==> src/rtl/serial_adder_ctrl_pkg.sv <==
// Shared FSM state encoding for the bit-serial adder controller.
package serial_adder_ctrl_pkg;

  typedef enum logic [1:0] {
    S_IDLE = 2'd0,
    S_ADD  = 2'd1,
    S_DONE = 2'd2
  } state_t;

endpackage

==> src/rtl/serial_adder_ctrl_fa_cell.sv <==
// Combinational 1-bit full adder; the single arithmetic cell reused every cycle.
module fa_cell (
  input  logic a,
  input  logic b,
  input  logic cin,
  output logic s,
  output logic co
);

  assign s  = a ^ b ^ cin;
  assign co = (a & b) | (a & cin) | (b & cin);

endmodule

==> src/rtl/serial_adder_ctrl.sv <==
// Bit-serial adder: one fa_cell stepped over WIDTH bits, LSB first, with a
// registered carry. Results are held from done until the next completion.
module serial_adder_ctrl
  import serial_adder_ctrl_pkg::*;
#(
  parameter int WIDTH = 8
) (
  input  logic             clk,
  input  logic             rst,
  input  logic             start,
  input  logic [WIDTH-1:0] a,
  input  logic [WIDTH-1:0] b,
  input  logic             cin,
  output logic             busy,
  output logic             done,
  output logic [WIDTH-1:0] sum,
  output logic             cout
);

  localparam int CW = (WIDTH > 1) ? $clog2(WIDTH) : 1;
  localparam logic [CW-1:0] LAST = CW'(WIDTH - 1);

  state_t           state, nxt;
  logic [WIDTH-1:0] a_sr, b_sr, res, res_nxt;
  logic             carry;
  logic [CW-1:0]    cnt;
  logic             fs, fco;
  logic             accept, last;

  fa_cell u_fa (
    .a  (a_sr[0]),
    .b  (b_sr[0]),
    .cin(carry),
    .s  (fs),
    .co (fco)
  );

  // New sum bit enters at the MSB so after WIDTH shifts bit 0 is the LSB.
  generate
    if (WIDTH == 1) begin : g_res1
      assign res_nxt = fs;
    end else begin : g_resn
      assign res_nxt = {fs, res[WIDTH-1:1]};
    end
  endgenerate

  assign last = (cnt == LAST);
  assign busy = (state == S_ADD);
  assign done = (state == S_DONE);

  always_comb begin
    nxt    = state;
    accept = 1'b0;
    case (state)
      S_IDLE: if (start) begin nxt = S_ADD; accept = 1'b1; end
      S_ADD:  if (last) nxt = S_DONE;
      S_DONE: begin
        // Back-to-back accept straight from DONE avoids an idle bubble.
        if (start) begin nxt = S_ADD; accept = 1'b1; end
        else nxt = S_IDLE;
      end
      default: nxt = S_IDLE;
    endcase
  end

  always_ff @(posedge clk) begin
    if (rst) begin
      state <= S_IDLE;
      a_sr  <= '0;
      b_sr  <= '0;
      res   <= '0;
      carry <= 1'b0;
      cnt   <= '0;
      sum   <= '0;
      cout  <= 1'b0;
    end else begin
      state <= nxt;
      if (accept) begin
        a_sr  <= a;
        b_sr  <= b;
        carry <= cin;
        cnt   <= '0;
      end else if (state == S_ADD) begin
        a_sr  <= a_sr >> 1;
        b_sr  <= b_sr >> 1;
        carry <= fco;
        cnt   <= cnt + 1'b1;
        res   <= res_nxt;
        // Publish on the edge into DONE so outputs are valid during done.
        if (last) begin
          sum  <= res_nxt;
          cout <= fco;
        end
      end
    end
  end

endmodule
==> config.mk <==
export PLATFORM = sky130hd
export DESIGN_NAME = serial_adder_ctrl
export DESIGN_NICKNAME = d
export VERILOG_FILES = /design/src/rtl/serial_adder_ctrl_pkg.sv /design/src/rtl/serial_adder_ctrl_fa_cell.sv /design/src/rtl/serial_adder_ctrl.sv
export SDC_FILE = /design/constraint.sdc
export NUM_CORES = 1
export LEC_CHECK = 0
export CELL_PAD_IN_SITES_DETAIL_PLACEMENT = 1
export CELL_PAD_IN_SITES_GLOBAL_PLACEMENT = 2
export CORE_MARGIN = 3
export CORE_UTILIZATION = 29
export DETAILED_ROUTE_END_ITERATION = 10
export PLACE_DENSITY = 0.89
export RECOVER_POWER = 25
export SLEW_MARGIN = 20
export SYNTH_ARGS = -nofsm -noshare
export SYNTH_HDL_FRONTEND = slang
export SYNTH_HIERARCHICAL = 1
export SYNTH_SLANG_ARGS = --single-unit
==> constraint.sdc <==
create_clock -name clk -period 1.6 [get_ports clk]
set_input_delay 0.16 -clock clk [delete_from_list [all_inputs] [get_ports clk]]
set_output_delay 0.16 -clock clk [all_outputs]
set_load 0.01 [all_outputs]
==> metrics <==
worst-margin pin slew=between 400 and 500 ps; postcts setup bufs=0; endpoints failing hold=0; switching share of power=0.2473; Total Wirelength=between 3000 and 4000 microns; largest net degree at the start of global routing=39; number of max-cap violations=0; nets@finish=232; reg2reg start=state[1]; WHS Path Cells=3; worst-path fanout max=3; Die X=78.67 microns; gr ovfl total=0; hold-fix buffers at CTS=0; post-synthesis cell count=179; # H-tree levels=2; die height=78.67 microns; fin util=0.4043; Worst Setup Start Kind=flop; first-pass GRT wire length=6292 microns; Critical Path End Type=output pin; DR pass1 iterations=4; Boundary Pins=31; Seq/Total Area, Yosys=0.4967; RSZ-0062 raised after global routing=no; syn avg cell area=8.556 sq um; Synth area leaders=dfxtp_1 50%, nand2_1 11%, a21oi_1 6.2%; Clk pwr share=0.347; area of the multi-input gates=roughly 670 sq um; fin. max-slew vios=0; critical path type=reg2out; vias per cell=4.859; CP arrival=1290 ps; die area=between 0.006 and 0.007 sq mm; CTS max path bufs=2; r2r worst-path depth=5; clk sink count=38; NetSw=approximately 0.48 mW; Pwr Total=1.930 mW; post-synth cell types=23; DRT iter0 DRCs=45; Root Buffer=clkbuf_8; internal power component=1.453 mW; Worst-Skew Late Latency=~280 ps; top cell type by total area after synthesis=dfxtp_1; diode count=0; RePlAce Congestion=0.7073; initial antenna violation count=0; flops & latches, synth=38; Mapped Area=0.001531 sq mm; setup slack, reg-to-reg=210 ps; DRC Markers=0; commonest non-fill, non-tap cell in the layout=nand2_1; sequential power share=0.527; Setup violations, final=0; Clock Skews=approximately 4.1 ps; syn_nets=202; commonest non-fill, non-tap cells in the layout=44 x nand2_1, 37 x dfxtp_1, 28 x clkdlybuf4s50_1, 19 x a21oi_1; crit share post-route=0.9036; fill count=roughly 600; FMAX=691.7 MHz; TritonCTS clock tree=done; Yosys top cell area share=0.4967; R2R Path End=a_sr[4]; TritonCTS Buffers=5; Sequential Area=762.0 sq um; required time of the critical path=1440 ps; total vias in the final route=approximately 1300; P&R area growth vs syn=29.66%; CORE AREA=0.004911 sq mm; Setup TNS Final=0 ps; row cnt=25; Total GRT Usage=0.1276; HPWL Detailed=2449 microns; Hold Slack=420.0 ps; outcome=complete, no violations; Max transition margin=0.6786; vias in the first global route=between 1000 and 1500; hold path start=a[7]; combinational share of power=0.126; Tmin final=1446 ps; Hold Crit Class=in2reg; pwr/cell area=slightly below 1000 mW/mm^2; WHS Endpoint=a_sr[7]; WL per Instance=12.96 microns; VDD IR max=0.2657 mV; Initial Utilization=0.3118; Port Buffers=30; Routed Antenna Nets=0; share of cells above drive strength 1=0.08571; CTS clk-pin slew, worst paths=approximately 70 ps; yosys warns=6; P_leak=about 0.70 nW
Yosys cell counts (all sizes together):
| cell type | number |
|---|---|
| ha | 2 |
| clkbuf | 5 |
| nor3 | 10 |
| o21a | 1 |
| buf | 10 |
| o22ai | 3 |
| nand2b | 2 |
| dfxtp | 38 |
| nand3b | 1 |
| a21oi | 19 |
| nand3 | 12 |
| a311oi | 10 |
| nor2b | 2 |
| inv | 1 |
| fa | 1 |
| xnor2 | 1 |
| a22oi | 2 |
| nor2 | 12 |
| mux2i | 3 |
| nand2 | 44 |
registers in the layout, indices dropped and copies added (netlist names):
signal	count
state	2
cout	1
carry	1
res	7
a_sr	8
sum	8
cnt	3
b_sr	8
what timing repair did:
| action | in CTS | in global routing |
|---|---|---|
| setup endpoints to repair | 1 | 1 |
| pin swaps | 0 | 0 |
| endpoints found under the hold margin | 0 | 0 |
| gates resized for setup | 2 | 1 |
final cells by class:
class                           instances  share of cell area
Sequential cell                        38              0.3837
Multi-Input combinational cell        125              0.3390
Timing Repair Buffer                   38              0.1846
Clock buffer                            7             0.04348
Tap cell                               67             0.04222
Inverter                                1            0.004411
Clock inverter                          1            0.002520
through the flow:
step / cells / instance area, sq um / worst slack, ps
after floorplan: 179 / 1531 / 404.9
after global routing: 277 / 1986 / 41.89
after CTS: 277 / 1994 / 6.957
final: 277 / 1986 / 154.2
after global placement: 269 / 1899 / 259.3
after detailed placement: 269 / 1899 / 221.0
worst max-delay path: stages (launching register included):
cell and delay, ps:
dfxtp_1 340, nor2b_1 130, clkdlybuf4s50_1 540
layer usage:
layer	part of all wire	GRT usage	vias to the layer above
met1	0.46	0.1660	646
met2	0.48	0.1952	16
met3	0.028	0.02408	7
met5	0	0	-
li1	-	-	677
met4	0.023	0.07517	0
power groups by stage:
stage / Sequential [mW] / Combinational (mW) / Clock, mW
global route: 1.02 / 0.272 / 0.740
CTS: 1.02 / 0.252 / 0.696
finish: 1.02 / 0.243 / 0.669
global placement: 1.04 / 0.248 / 0
detailed placement: 1.04 / 0.250 / 0
floorplan: 1.03 / 0.163 / 0
logic make-up (layout without fill, tap and decap cells):
family,after synthesis,in the layout,synth area share
compound gates,35,35,0.1544
xor+xnor,1,1,0.005720
fa+ha+maj,3,3,0.02941
buf+inv,16,47,0.06372
flops,38,38,0.4967
mux,3,3,0.01961
simple gates,83,83,0.2304
worst max path at each step:
stage	start	end	slack, ps	cells past startpoint
floorplan	cnt[0]	state[0]	400	5
global placement	start	a_sr[5]	260	5
detailed placement	cnt[0]	sum[7]	220	5
CTS	state[1]	busy	7	3
global route	state[1]	b_sr[1]	40	5
finish	state[1]	done	150	2
Power figures use the tool's default switching activity.
